## src/rtl/ex_mem_wb_pipe_if.sv

```systemverilog
// Data-memory bus between the pipeline back half and the data memory.
//   mem_addr_o  : EX/MEM ALU result used as the memory address
//   mem_wdata_o : EX/MEM store operand
//   mem_we_o    : write strobe
//   mem_re_o    : read strobe
//   mem_rdata_i : read data, combinational from mem_addr_o
// master = pipeline side, slave = memory side.
interface ex_mem_wb_pipe_if #(
   parameter int DATA_W = 32
);
   logic [DATA_W-1:0] mem_addr_o;
   logic [DATA_W-1:0] mem_wdata_o;
   logic              mem_we_o;
   logic              mem_re_o;
   logic [DATA_W-1:0] mem_rdata_i;

   modport master (
      output mem_addr_o, mem_wdata_o, mem_we_o, mem_re_o,
      input  mem_rdata_i
   );

   modport slave (
      input  mem_addr_o, mem_wdata_o, mem_we_o, mem_re_o,
      output mem_rdata_i
   );
endinterface

```

## src/rtl/ex_mem_wb_pipe.sv

```systemverilog
// Back half of the 5-stage pipeline: EX/MEM and MEM/WB registers.
//   clk_i, rst_i          : clock, synchronous active-high reset
//   stall_i, flush_i      : hold EX/MEM (bubble MEM/WB) / bubble EX/MEM
//   ex_valid_i + controls : ID/EX control bundle and EX results
//   rs/rt_addr_i          : EX operand sources for forwarding / load-use
//   mem                   : data-memory bus (master side)
//   wb_*_o                : register-file write port
//   fwd_a/b_o             : 00 regfile, 10 EX/MEM, 01 MEM/WB
//   fwd_exmem_data_o      : EX/MEM ALU result for forwarding
//   load_use_o            : load in EX/MEM feeds the EX instruction
module ex_mem_wb_pipe #(
   parameter int DATA_W = 32,
   parameter int REG_AW = 5
) (
   input  logic                    clk_i,
   input  logic                    rst_i,
   input  logic                    stall_i,
   input  logic                    flush_i,
   input  logic                    ex_valid_i,
   input  logic                    reg_write_i,
   input  logic                    mem_to_reg_i,
   input  logic                    mem_write_i,
   input  logic                    mem_read_i,
   input  logic [DATA_W-1:0]       alu_result_i,
   input  logic [DATA_W-1:0]       store_data_i,
   input  logic [REG_AW-1:0]       rd_addr_i,
   input  logic [REG_AW-1:0]       rs_addr_i,
   input  logic [REG_AW-1:0]       rt_addr_i,
   ex_mem_wb_pipe_if.master        mem,
   output logic                    wb_we_o,
   output logic [REG_AW-1:0]       wb_addr_o,
   output logic [DATA_W-1:0]       wb_data_o,
   output logic [1:0]              fwd_a_o,
   output logic [1:0]              fwd_b_o,
   output logic [DATA_W-1:0]       fwd_exmem_data_o,
   output logic                    load_use_o
);

   typedef struct packed {
      logic              valid;
      logic              reg_write;
      logic              mem_to_reg;
      logic              mem_write;
      logic              mem_read;
      logic [DATA_W-1:0] alu;
      logic [DATA_W-1:0] sdata;
      logic [REG_AW-1:0] rd;
   } exmem_t;

   typedef struct packed {
      logic              valid;
      logic              reg_write;
      logic [REG_AW-1:0] rd;
      logic [DATA_W-1:0] data;
   } memwb_t;

   exmem_t em;
   memwb_t mw;

   always_ff @(posedge clk_i) begin
      if (rst_i) begin
         em <= '0;
         mw <= '0;
      end else begin
         // EX/MEM: flush wins over stall; data fields hold on flush.
         if (flush_i) begin
            em.valid      <= 1'b0;
            em.reg_write  <= 1'b0;
            em.mem_to_reg <= 1'b0;
            em.mem_write  <= 1'b0;
            em.mem_read   <= 1'b0;
         end else if (!stall_i) begin
            em.valid      <= ex_valid_i;
            em.reg_write  <= reg_write_i;
            em.mem_to_reg <= mem_to_reg_i;
            em.mem_write  <= mem_write_i;
            em.mem_read   <= mem_read_i;
            em.alu        <= alu_result_i;
            em.sdata      <= store_data_i;
            em.rd         <= rd_addr_i;
         end

         // MEM/WB: a plain stall leaves the held EX/MEM entry in place, so
         // MEM/WB must take a bubble or the instruction would retire twice.
         // With flush the EX/MEM entry moves on, so MEM/WB advances.
         if (stall_i && !flush_i) begin
            mw.valid <= 1'b0;
         end else begin
            mw.valid     <= em.valid;
            mw.reg_write <= em.reg_write;
            mw.rd        <= em.rd;
            mw.data      <= em.mem_to_reg ? mem.mem_rdata_i : em.alu;
         end
      end
   end

   assign mem.mem_addr_o  = em.alu;
   assign mem.mem_wdata_o = em.sdata;
   assign mem.mem_we_o    = em.valid & em.mem_write;
   assign mem.mem_re_o    = em.valid & em.mem_read;

   assign wb_we_o   = mw.valid & mw.reg_write & (mw.rd != '0);
   assign wb_addr_o = mw.rd;
   assign wb_data_o = mw.data;

   // A load in EX/MEM has no data yet, so it can't be a forwarding source;
   // that case is reported through load_use_o instead.
   logic em_fwd_ok, mw_fwd_ok;
   assign em_fwd_ok = em.valid & em.reg_write & ~em.mem_read & (em.rd != '0);
   assign mw_fwd_ok = mw.valid & mw.reg_write & (mw.rd != '0);

   assign fwd_a_o = (em_fwd_ok && em.rd == rs_addr_i) ? 2'b10 :
                    (mw_fwd_ok && mw.rd == rs_addr_i) ? 2'b01 : 2'b00;
   assign fwd_b_o = (em_fwd_ok && em.rd == rt_addr_i) ? 2'b10 :
                    (mw_fwd_ok && mw.rd == rt_addr_i) ? 2'b01 : 2'b00;

   assign fwd_exmem_data_o = em.alu;

   assign load_use_o = em.valid & em.mem_read & (em.rd != '0) &
                       ((em.rd == rs_addr_i) | (em.rd == rt_addr_i));

endmodule

```

## src/flat_wrapper.sv

```systemverilog
// flat-port wrapper written by rule: the top's interface ports become plain ports
module ex_mem_wb_pipe_flat 
#(
   parameter int DATA_W = 32,
   parameter int REG_AW = 5
)
  (clk_i, rst_i, stall_i, flush_i, ex_valid_i, reg_write_i, mem_to_reg_i, mem_write_i, mem_read_i, alu_result_i, store_data_i, rd_addr_i, rs_addr_i, rt_addr_i, wb_we_o, wb_addr_o, wb_data_o, fwd_a_o, fwd_b_o, fwd_exmem_data_o, load_use_o, mem_mem_addr_o, mem_mem_wdata_o, mem_mem_we_o, mem_mem_re_o, mem_mem_rdata_i);
  ex_mem_wb_pipe_if #(.DATA_W(DATA_W)) mem_i ();
  input  logic clk_i;
  input  logic rst_i;
  input  logic stall_i;
  input  logic flush_i;
  input  logic ex_valid_i;
  input  logic reg_write_i;
  input  logic mem_to_reg_i;
  input  logic mem_write_i;
  input  logic mem_read_i;
  input  logic [DATA_W-1:0] alu_result_i;
  input  logic [DATA_W-1:0] store_data_i;
  input  logic [REG_AW-1:0] rd_addr_i;
  input  logic [REG_AW-1:0] rs_addr_i;
  input  logic [REG_AW-1:0] rt_addr_i;
  output logic wb_we_o;
  output logic [REG_AW-1:0] wb_addr_o;
  output logic [DATA_W-1:0] wb_data_o;
  output logic [1:0] fwd_a_o;
  output logic [1:0] fwd_b_o;
  output logic [DATA_W-1:0] fwd_exmem_data_o;
  output logic load_use_o;
  output wire logic [$bits(mem_i.mem_addr_o)-1:0] mem_mem_addr_o;
  output wire logic [$bits(mem_i.mem_wdata_o)-1:0] mem_mem_wdata_o;
  output wire logic [$bits(mem_i.mem_we_o)-1:0] mem_mem_we_o;
  output wire logic [$bits(mem_i.mem_re_o)-1:0] mem_mem_re_o;
  input wire logic [$bits(mem_i.mem_rdata_i)-1:0] mem_mem_rdata_i;
  assign mem_mem_addr_o = mem_i.mem_addr_o;
  assign mem_mem_wdata_o = mem_i.mem_wdata_o;
  assign mem_mem_we_o = mem_i.mem_we_o;
  assign mem_mem_re_o = mem_i.mem_re_o;
  assign mem_i.mem_rdata_i = mem_mem_rdata_i;
  ex_mem_wb_pipe #(.DATA_W(DATA_W), .REG_AW(REG_AW)) u_core (.clk_i(clk_i), .rst_i(rst_i), .stall_i(stall_i), .flush_i(flush_i), .ex_valid_i(ex_valid_i), .reg_write_i(reg_write_i), .mem_to_reg_i(mem_to_reg_i), .mem_write_i(mem_write_i), .mem_read_i(mem_read_i), .alu_result_i(alu_result_i), .store_data_i(store_data_i), .rd_addr_i(rd_addr_i), .rs_addr_i(rs_addr_i), .rt_addr_i(rt_addr_i), .mem(mem_i), .wb_we_o(wb_we_o), .wb_addr_o(wb_addr_o), .wb_data_o(wb_data_o), .fwd_a_o(fwd_a_o), .fwd_b_o(fwd_b_o), .fwd_exmem_data_o(fwd_exmem_data_o), .load_use_o(load_use_o));
endmodule
```

## config.mk

```make
export PLATFORM = sky130hd
export DESIGN_NAME = ex_mem_wb_pipe_flat
export DESIGN_NICKNAME = d
export VERILOG_FILES = /design/src/rtl/ex_mem_wb_pipe_if.sv /design/src/rtl/ex_mem_wb_pipe.sv /design/src/flat_wrapper.sv
export SDC_FILE = /design/constraint.sdc
export NUM_CORES = 1
export LEC_CHECK = 0
export ABC_AREA = 0
export BUFFER_PORTS_ARGS = -buffer_cell sky130_fd_sc_hd__clkbuf_2
export CAP_MARGIN = 10
export CORE_MARGIN = 4
export CORE_UTILIZATION = 50
export DETAILED_ROUTE_END_ITERATION = 8
export PLACE_DENSITY_LB_ADDON = 0.25
export SLEW_MARGIN = 20
export SYNTH_ARGS = -nofsm -noshare
export SYNTH_HDL_FRONTEND = slang
export SYNTH_SLANG_ARGS = --single-unit
```

## constraint.sdc

```tcl
create_clock -name clk_i -period 3.95 [get_ports clk_i]
set_clock_uncertainty 0.05 [all_clocks]
set_input_delay 0.395 -clock clk_i [delete_from_list [all_inputs] [get_ports clk_i]]
set_output_delay 0.395 -clock clk_i [all_outputs]
set_load 0.01 [all_outputs]
```

* Word-level counts from Yosys, hierarchy flattened *
Index checks and enable logic that the tools add are counted.

operators by class
  eq/ne operators = 4
  mux-type cells = 5
  bitwise gates (word level) = 13
  reduce and logical (&&, ||, !) cells = 11

operators with widths
  operator           number
  $mux 32            1
  $eq 5x5->1         4
  $reduce_bool 5->1  2
  $and 1x1->1        9
  $logic_and 1x1->1  5
  $mux 2             2
  $reduce_or 2->1    2
  $not 1->1          3
  $mux 1             2
  $reduce_and 2->1   1
  $logic_not 1->1    1
  $or 1x1->1         1

word-level totals
  bits in registers = 113
  bits of input ports = 120
  output and inout bits = 141
  word-level logic and storage cells = 45

* Longest topological paths before layout *
Gate-level depths: netlist of run 1.

  word-level depth = 5
  mapped depth = 7
  mapped depth without buffers = 4

* Worst setup path before layout of run 1 *
OpenSTA, ideal clock, no wires.

  path kind = reg-to-output
  start point = reg u_core.em[0] in the netlist's numbering
  end point = out fwd_a_o[0]
  arrival time = 1.563 ns
  data required time = 3.505 ns
  path slack = 1.942 ns
  cell stages (with the launch flop) = 5
  path buffers = 0
  cell sequence = dfxtp_1 > or4_4 > o2111ai_2 > nor4_1 > nor4_2

on the way
  longest elaborated chain between the ends = 4
  elaborated cells between the ends (all ways) = 5
  classes of those cells = eq/ne (1); mux (1); bitwise (1); reduce/logical (2)

ends and longest elaborated chain
  what                 RTL line               text
  start, declared      ex_mem_wb_pipe.sv:57   exmem_t em;
  $reduce_bool 5->1    ex_mem_wb_pipe.sv:109  assign em_fwd_ok = em.valid & em.reg_write & ~em.mem_read & (em.rd != '0);
  $and 1x1->1          ex_mem_wb_pipe.sv:109
  $logic_and 1x1->1 *  ex_mem_wb_pipe.sv:112  assign fwd_a_o = (em_fwd_ok && em.rd == rs_addr_i) ? 2'b10 :
  $mux 2 *             ex_mem_wb_pipe.sv:112
  end, declared        flat_wrapper.sv:26     output logic [1:0] fwd_a_o;

Mark *: on every way between the ends. The rest lies on a longest branch, timed or not.

* Worst setup path in the final report of run 1 *
  start point = reg u_core.em[0] in the netlist's numbering
  end point = out fwd_b_o[0]

on the way
  longest elaborated chain between the ends = 4
  elaborated cells between the ends (all ways) = 5
  classes of those cells = eq/ne (1); mux (1); bitwise (1); reduce/logical (2)

ends and longest elaborated chain
  what                 RTL line               text
  $reduce_bool 5->1    ex_mem_wb_pipe.sv:109
  $and 1x1->1          ex_mem_wb_pipe.sv:109
  $logic_and 1x1->1 *  ex_mem_wb_pipe.sv:114  assign fwd_b_o = (em_fwd_ok && em.rd == rt_addr_i) ? 2'b10 :
  $mux 2 *             ex_mem_wb_pipe.sv:114
  end, declared        flat_wrapper.sv:27     output logic [1:0] fwd_b_o;

Marked as above.

==> results.md, run 1 <==
- Final wirelength: 13,700 um
- I/O pin count: 261
- Setup TNS: 0 ns
- Routed wl met3: 1160 um
- Ranking of synthesized cells by instance count: nand2_1 (150), buf_4 (133), dfxtp_1 (113)
- Worst path bufs/invs: 1
- CP Class: register to output port
- Final std cells w/o fill: 919
- Fmax: 378 MHz
- Layout cell share with drive strength beyond 1: 38.3%
- Final nets: 890
- Core area: 10,500 um2
- Simple-Gate Fraction of Synth Area: 15.4%
- Post-CTS setup buffers: 0
- DP Worst Slack: 1.72 ns
- Die footprint: 12,700 um2
- Largest cells by area after synthesis: dfxtp_1 (41%), buf_4 (18%), nand2_1 (10%), a21oi_1 (6.8%), mux2i_1 (6.8%)
- Syn Inst Count: 665
- Reg2Reg Capture Point: u_core.wb_data_o[8]
- Max VDD drop: 0.000247 V
- Sequential share of the synthesized area: 41.3%
- Met2 WL: 6810 um
- Row count: 37
- Cell area after synthesis: 5480 um2
- Routability cong.: 0.877
- Via density: 4.90
- Max transition margin: 25.0%
- Clock Tree Buf Depth: 2
- Hold Crit Class: primary input to register
- Hold path endpoint: u_core.fwd_exmem_data_o[16]
- Worst hold stages: 3
- Worst Path Arrival: 2.20 ns
- Synth Area in Compound Gates: 11.8%
- Drt wl/cell: 14.9 um
- RSZ-0062 raised after global routing: no
- Hold slack: 0.0719 ns
- Worst skew pair latency: 0.49 ns
- Post-DRT Antenna Nets: 0
- Clock sink total: 113
- Post-synth cell types: 27
- CP Capture Type: output port
- Gr usage total: 20.9%
- Synth async-reset ratio: 0%
- Worst-path cell chain: or4_4, o2111ai_2, nor4_1, nor4_2, clkbuf_2
- Number of CTS-inserted buffers: 17
- Worst reg2reg path depth: 2
- Routed via count: 4,507
- Status: finished clean
- Die height: 113 um
- Vias in the first global route: 4,471
- Initial DRC Count: 185
- Dominant synthesized flop cell: dfxtp_1
- Setup violators final: 0
- Worst-path maximum fanout: 5
- Antenna Cells: 0
- Most common cell in the netlist: nand2_1
- Final Hold Viols: 0
- Die width: 113 um
- Yosys reg bits: 113
- First-pass GRT wire length: 21,800 um
- CTS Root Cell: clkbuf_8
- Crit path depth: 5
- Detailed Routing Iterations Pass 1: 4
- Placed inst area: 5810 um2
- Adder-cell area share of the yosys netlist: 0%
- Area growth syn-to-layout: 16.7%
- Syn Nets: 785
- Slowest cell delay on critical path: 0.57 ns
- Worst R2R Start: u_core.em[71]
- Pleak: 2.97 nW
- Post-CTS sizing: 0
- Largest family of logic cells by synthesized area: buffers and inverters
- M1 WL: 5490 um
- Fin crit period: 2.65 ns
- Post-route cell area: 6400 um2
- Post-Synth XOR/XNOR Area: 3.20%
- Worst Tran Pin Value: 1.12 ns
- Critical Path Source Type: register
- PwrDens: 476 nW/um2
- Max Used Layer: met4
- Reg clk slew, reported paths: 0.06 ns
- HPWL after DPL: 9940 um
- DR DRC count: 0
- Crit path max-delay family: simple AND/OR/NAND/NOR gates
- Fin util: 60.9%
- Post-synth EDFFs: 0
- CP required: 3.50 ns
- Final Worst Setup Slack: 1.30 ns
- Port buffer count: 260
- Design Power: 3.05 mW
- Placed Cells: 887
- Post-synth top area share: 41.3%
- Max-cap violations: 0
- Yosys warning count: 0
- CTS tree: yes
- Mux cell area share after synthesis: 6.76%
- Filler cell count: 959
- Min-delay src: alu_result_i[16]
- Max H-tree Level: 4
- Grt total ovfl: 0
- Final period util: 67.0%
- Largest net degree at the start of global routing: 114
- Max-slew violations: 0
- Synth area leader: dfxtp_1
- Mean area per synthesized cell: 8.24 um2
- Reg2Reg Setup Slack: 2.23 ns
- Initial antenna violation count: 0
- Cts hold-fix bufs: 0
- Initial Util: 52.2%
- Worst path slowest cell: or4_4
## layout by cell type (no fill, tap or decap), types with 2 or more instances in the layout
cell type / n
inv_1: 2
xor2_1: 14
or4_1: 3
nor4_1: 2
clkbuf_2: 259
nor4_2: 2
dfxtp_1: 112
clkbuf_8: 2
nand3_1: 2
clkinvlp_4: 4
nor3_1: 7
and2_1: 2
clkbuf_1: 4
clkbuf_16: 16
mux2i_1: 37
bufinv_16: 3
buf_4: 3
nor2_1: 32
clkinv_2: 3
a21oi_1: 75
nand2_1: 150
a211oi_1: 32
xnor2_1: 6
## worst max path at each step
stage                      start                    to  slack, ns
detailed placement       flush_i  u_core.wb_data_o[13]       1.72
global placement         stall_i          u_core.em[1]       1.78
CTS                 u_core.em[0]            fwd_b_o[0]       1.27
finish              u_core.em[0]            fwd_b_o[0]       1.30
floorplan           u_core.em[0]            fwd_a_o[0]       1.94
global route        u_core.em[0]            fwd_b_o[0]       1.18
## sequential cells by signal, summed over array words and instances, names as in the netlist
signal,cells
u_core.mw,2
u_core.wb_addr_o,5
u_core.fwd_exmem_data_o,32
u_core.wb_data_o,32
u_core.mem.mem_wdata_o,32
u_core.em,10
## metal layers
metal | vias to the layer above | GRT usage [%]
met5 | - | 0
met4 | 0 | 8.25
met3 | 14 | 7.11
met2 | 165 | 35.6
met1 | 2066 | 24.3
li1 | 2262 | -
## final cells by class
| cell class | instances | area, um2 | share of cell area (%) |
|---|---|---|---|
| sequential | 113 | 2260 | 35.4 |
| timing repair buffer | 263 | 1330 | 20.8 |
| multi-input combinational | 373 | 2050 | 32.0 |
| clock inverter | 10 | 135 | 2.11 |
| inverter | 2 | 7.51 | 0.117 |
| clock buffer | 22 | 443 | 6.92 |
| tap | 136 | 170 | 2.66 |
## power breakdown
part | switching (mW) | total [mW] | internal (mW)
Sequential | 0.0488 | 1.25 | 1.20
Combinational | 0.178 | 0.322 | 0.144
Clock | 0.506 | 1.48 | 0.974
## cell families after synthesis
group                  Yosys count
multiplexers                    37
buffers and inverters          179
XOR/XNOR                        20
AO/OA/AOI/OAI                  110
AND/OR/NAND/NOR                206
flip-flops                     113
## worst register-to-register path: stages (launching register included)
cell and delay, ns:
dfxtp_2 1.07, mux2i_1 0.34, a211oi_1 0.10
Power figures use the tool's default switching activity.
==> inputs of run 2 (changes only) <==
- CORE_UTILIZATION: 50 -> 47
- clock period: 3.95 -> 2.45 ns (I/O delays scaled with it)
==> results.md, run 2 (synthesized netlist as in run 1, its figures left out) <==
- Max H-tree Level: 4 (unchanged)
- Row count: 39 (+5.4%)
- Placed inst area: 5890 um2 (+1.3%)
- M1 WL: 5550 um (+1.2%)
- Max transition margin: 54.5% (+30 points)
- CTS Root Cell: clkbuf_16
- Final nets: 934 (+4.9%)
- Combinational Power Share: 11.6% (+1.0 points)
- PwrDens: 733 nW/um2 (+54%)
- Met2 WL: 6970 um (+2.3%)
- Number of CTS-inserted buffers: 17 (unchanged)
- Commonest non-fill, non-tap cell in the layout: clkbuf_2
- Area growth syn-to-layout: 26.2%
- Detailed Routing Iterations Pass 1: 4 (unchanged)
- Clock sink total: 113 (unchanged)
- First-pass GRT wire length: 22,500 um (+3.2%)
- Hold path endpoint: u_core.mem.mem_wdata_o[22]
- Worst skew pair latency: 0.41 ns (-0.08 ns)
- Max Used Layer: met4
- CP required: 2.15 ns (-1.35 ns)
- Layout cell share with drive strength beyond 1: 38.0% (-0.35 points)
- Design Power: 5.07 mW (+66%)
- Die footprint: 13,500 um2 (+5.9%)
- Worst R2R Start: u_core.em[71]
- Fin crit period: 2.37 ns
- Int Pwr: 3.83 mW (+65%)
- Max-cap violations: 0 (unchanged)
- Core area: 11,400 um2 (+8.7%)
- Worst reg2reg path depth: 3 (+1)
- Pleak: 3.19 nW (+7.4%)
- Port buffer count: 260 (unchanged)
- Final wirelength: 14,200 um (+3.5%)
- Setup violators final: 0 (unchanged)
- Post-DRT Antenna Nets: 0 (unchanged)
- Largest net degree at the start of global routing: 68 (-40%)
- Status: finished clean
- Max VDD drop: 0.000587 V (+140%)
- Worst-path maximum fanout: 5 (unchanged)
- Sw Ratio: 24.4% (+0.41 points)
- Routed via count: 4,753 (+5.5%)
- CP Class: register to output port
- Most frequent cells in the layout: clkbuf_2 (257), nand2_1 (150), dfxtp_1 (107)
- Die width: 116 um (+2.9%)
- CTS tree: yes
- Worst Tran Pin Value: 0.682 ns (-0.443 ns)
- Sw Pwr: 1.24 mW (+69%)
- Critical Path Source Type: register
- Seq pwr share: 39.5% (-1.4 points)
- Vias in the first global route: 4,684 (+4.8%)
- Worst Path Arrival: 2.07 ns (-0.13 ns)
- I/O pin count: 261 (unchanged)
- Hold Crit Class: primary input to register
- Clock Tree Buf Depth: 2 (unchanged)
- Min-delay src: store_data_i[22]
- Grt total ovfl: 0 (unchanged)
- Reg2Reg Capture Point: u_core.wb_data_o[17]
- Antenna Cells: 0 (unchanged)
- Drt wl/cell: 14.6 um (-1.9%)
- Fmax: 422 MHz
- DR DRC count: 0 (unchanged)
- Reg clk slew, reported paths: 0.05 ns (about the same)
- Die height: 116 um (+2.9%)
- Post-route cell area: 6920 um2 (+8.1%)
- HPWL after DPL: 9770 um (-1.6%)
- Post-CTS setup buffers: 0 (unchanged)
- Initial Util: 48.0% (-4.2 points)
- Routability cong.: 0.921 (+5.1%)
- Hold slack: 0.0170 ns (-0.0548 ns)
- RSZ-0062 raised after global routing: no
- Reg2Reg Setup Slack: 0.98 ns (-1.25 ns)
- Gr usage total: 21.1% (+0.16 points)
- CP Capture Type: output port
- Max-slew violations: 0 (unchanged)
- Initial antenna violation count: 0 (unchanged)
- Routed wl met3: 1270 um (+9.6%)
- Worst hold stages: 3 (unchanged)
- Final period util: 96.7%
- Final Hold Viols: 0 (unchanged)
- Via density: 4.90 (about the same)
- Fin util: 60.6% (-0.29 points)
- Initial DRC Count: 279 (+51%)
- Clock power share: 48.8% (+0.3 points)
- Setup TNS: 0 ns (unchanged)
==> run 2: changes by cell type in the layout (fill, tap and decap cells not counted), moves of 2 or more <==
cell | before | now
inv_6 | 0 | 2
dfxtp_1 | 112 | 107
buf_4 | 3 | 5
dlygate4sd3_1 | 0 | 40
clkbuf_2 | 259 | 257
buf_2 | 0 | 2
buf_12 | 0 | 3
dfxtp_2 | 1 | 6
clkinv_2 | 3 | 5
clkbuf_1 | 4 | 0
==> run 2: metal layers <==
layer	vias up	track usage, %
li1	2363	-
met5	-	0
met4	0	9.20
met1	2160	24.6
met3	26	6.53
met2	204	35.8
==> run 2: worst max-delay path, cell delays in order (launching register included) <==
cell	delay, ns
dfxtp_1	0.36
or4_4	0.56
o2111ai_4	0.22
nor4_2	0.10
nor4_2	0.26
buf_2	0.17
==> run 2: worst max-delay path by stage <==
stage | startpoint | to | slack [ns] | depth (start not counted)
after floorplan | u_core.em[0] | fwd_a_o[0] | 0.59 | 4
after global placement | u_core.em[0] | fwd_a_o[0] | 0.49 | 5
after detailed placement | u_core.em[0] | fwd_b_o[0] | 0.47 | 5
after CTS | u_core.em[0] | fwd_b_o[0] | 0.01 | 5
after global routing | u_core.em[0] | fwd_b_o[0] | 0.003 | 5
final | u_core.em[1] | fwd_b_o[0] | 0.08 | 5
==> run 2: cell type report <==
class	instances	area, um2
clock buffers	18	439
clock inverters	14	163
fillers	1017	4500
inverters	2	7.51
multi-input cells	373	2060
flip-flops and latches	113	2270
well taps	143	179
repair buffers	307	1790
==> run 2: repair_timing <==
action	4_1_cts	5_1_grt
setup endpoints to repair	0	2
gates resized for setup	0	9
hold buffers	40	0
endpoints found under the hold margin	40	0
==> run 2: metrics by stage <==
step / setup WS, ns / instances
2_1_floorplan: 0.592 / 665
3_3_place_gp: 0.495 / 898
3_5_place_dp: 0.465 / 898
4_1_cts: 0.0128 / 970
5_1_grt: 0.00255 / 970
6_report: 0.0819 / 970
==> run 2: power groups by stage <==
stage / clock [mW] / sequential, mW / combinational (mW)
2_1_floorplan: 0 / 2.01 / 0.432
3_3_place_gp: 0 / 2.04 / 0.530
3_5_place_dp: 0 / 2.04 / 0.536
4_1_cts: 2.53 / 2.00 / 0.589
5_1_grt: 2.63 / 2.02 / 0.657
6_report: 2.48 / 2.01 / 0.588
==> inputs of run 3 (changes only) <==
- SLEW_MARGIN: 20 -> not set
- clock period: 2.45 -> 2.65 ns (I/O delays scaled with it)
==> results.md, run 3 (synthesized netlist as in run 1, its figures left out) <==
- Status: finished clean
- Fmax: 415 MHz
- Worst-path cell chain: or4_4, o2111ai_2, nor4_1, nor4_2, clkbuf_2
- Worst Path Arrival: 2.10 ns (+0.03 ns)
- Routability cong.: 0.893 (-3.0%)
- Hold path endpoint: u_core.mem.mem_wdata_o[3]
- Setup TNS: 0 ns (unchanged)
- Crit path max-delay family: simple AND/OR/NAND/NOR gates
- Max transition margin: 58.2% (+3.7 points)
- Final Hold Viols: 0 (unchanged)
- Critical Path Source Type: register
- Final wirelength: 13,500 um (-4.6%)
- PwrDens: 698 nW/um2 (-4.8%)
- Sw Pwr: 1.05 mW (-15%)
- Fin util: 56.6% (-4.0 points)
- Reg clk slew, reported paths: 0.05 ns (about the same)
- Core area: 11,400 um2 (unchanged)
- Clock power share: 47.9% (-0.9 points)
- Slowest cell delay on critical path: 0.56 ns (about the same)
- Commonest non-fill, non-tap cell in the layout: clkbuf_2
- Seq pwr share: 41.1% (+1.6 points)
- Combinational Power Share: 11.0% (-0.6 points)
- Die width: 116 um (unchanged)
- Final nets: 893 (-4.4%)
- Initial DRC Count: 272 (-2.5%)
- Grt total ovfl: 0 (unchanged)
- Max VDD drop: 0.000477 V (-19%)
- CP Capture Type: output port
- Reg2Reg Setup Slack: 1.16 ns (+0.18 ns)
- Worst reg2reg path depth: 3 (unchanged)
- Layout cell share with drive strength beyond 1: 38.3% (+0.38 points)
- Worst Tran Pin Value: 0.627 ns (-0.0552 ns)
- Most frequent cells in the layout: clkbuf_2 (259), nand2_1 (150), dfxtp_1 (112)
- Post-DRT Antenna Nets: 0 (unchanged)
- Die footprint: 13,500 um2 (unchanged)
- Worst skew pair latency: 0.40 ns (about the same)
- Initial Util: 48.0% (unchanged)
- Setup violators final: 0 (unchanged)
- Initial antenna violation count: 0 (unchanged)
- Cts hold-fix bufs: 0 (-100%)
- Design Power: 4.51 mW (-11%)
- Max-cap violations: 0 (unchanged)
- Worst-path maximum fanout: 5 (unchanged)
- CTS tree: yes
- Row count: 39 (unchanged)
- CP required: 2.34 ns (+0.19 ns)
- Post-CTS setup buffers: 0 (unchanged)
- Max H-tree Level: 4 (unchanged)
- DR DRC count: 0 (unchanged)
- Placed inst area: 5900 um2 (about the same)
- Clock Tree Buf Depth: 2 (unchanged)
- Antenna Cells: 0 (unchanged)
- Worst path bufs/invs: 1 (unchanged)
- CTS Root Cell: clkbuf_16
- First-pass GRT wire length: 21,200 um (-5.7%)
- Fin crit period: 2.41 ns
- Pleak: 3.01 nW (-5.6%)
- Port buffer count: 260 (unchanged)
- Clock sink total: 113 (unchanged)
- Die height: 116 um (unchanged)
- Largest net degree at the start of global routing: 64 (-5.9%)
- Hold Crit Class: primary input to register
- Reg2Reg Capture Point: u_core.wb_data_o[21]
- Vias in the first global route: 4,320 (-7.8%)
- Worst path slowest cell: or4_4
- Worst R2R Start: u_core.em[71]
- Min-delay src: store_data_i[3]
- CP Class: register to output port
- Final period util: 91.0%
- Hold slack: 0.0287 ns (+0.0117 ns)
- HPWL after DPL: 9930 um (+1.6%)
- Number of CTS-inserted buffers: 17 (unchanged)
- Via density: 4.87 (-0.58%)
- Drt wl/cell: 14.6 um (-0.25%)
- Detailed Routing Iterations Pass 1: 6 (+2)
- Post-CTS sizing: 0 (unchanged)
- RSZ-0062 raised after global routing: no
- Routed via count: 4,521 (-4.9%)
- Sw Ratio: 23.4% (-1.1 points)
- I/O pin count: 261 (unchanged)
- Worst hold stages: 3 (unchanged)
- Gr usage total: 20.0% (-1.1 points)
- Area growth syn-to-layout: 17.9%
- Int Pwr: 3.45 mW (-9.9%)
- Post-route cell area: 6460 um2 (-6.6%)
- Max-slew violations: 0 (unchanged)
-- run 3: how the worst max path moves through the flow --
stage                       startpoint          to  slack, ns  cells past startpoint
after detailed placement  u_core.em[0]  fwd_b_o[0]       0.64                      5
final                     u_core.em[0]  fwd_b_o[0]       0.24                      5
after CTS                 u_core.em[0]  fwd_b_o[0]       0.19                      5
after floorplan           u_core.em[0]  fwd_a_o[0]       0.77                      4
after global routing      u_core.em[0]  fwd_a_o[0]       0.09                      5
after global placement    u_core.em[0]  fwd_a_o[0]       0.67                      5
-- run 3: final cells by class --
type	instances	area [um2]
clock buffer	25	485
clock inverter	6	80.1
fill	1091	4960
inverter	2	7.51
multi-input combinational	373	2050
sequential	113	2260
tap	143	179
timing repair buffer	266	1400
-- run 3: power by group through the flow --
stage | sequential [mW] | clock (mW) | combinational, mW
final | 1.85 | 2.16 | 0.494
after global routing | 1.86 | 2.30 | 0.555
after CTS | 1.85 | 2.22 | 0.503
after detailed placement | 1.89 | 0 | 0.500
after global placement | 1.88 | 0 | 0.495
after floorplan | 1.86 | 0 | 0.399
-- run 3: through the flow --
stage                     cells  setup WS, ns
after floorplan             665         0.772
after global placement      897         0.672
after detailed placement    897         0.643
after CTS                   928         0.194
after global routing        928        0.0853
final                       928         0.239
-- run 3: tightest hold or removal path, cell delays in order --
cell and delay [ns]:
clkbuf_2 0.08, nand2_1 0.04, a21oi_1 0.05
-- run 3: layer usage --
metal | track usage (%) | up-vias | wire length (um)
met3 | 7.36 | 27 | 1200
met4 | 8.74 | 0 | 355
li1 | - | 2277 | -
met5 | 0 | - | 0
met2 | 32.9 | 177 | 6600
met1 | 23.4 | 2040 | 5350
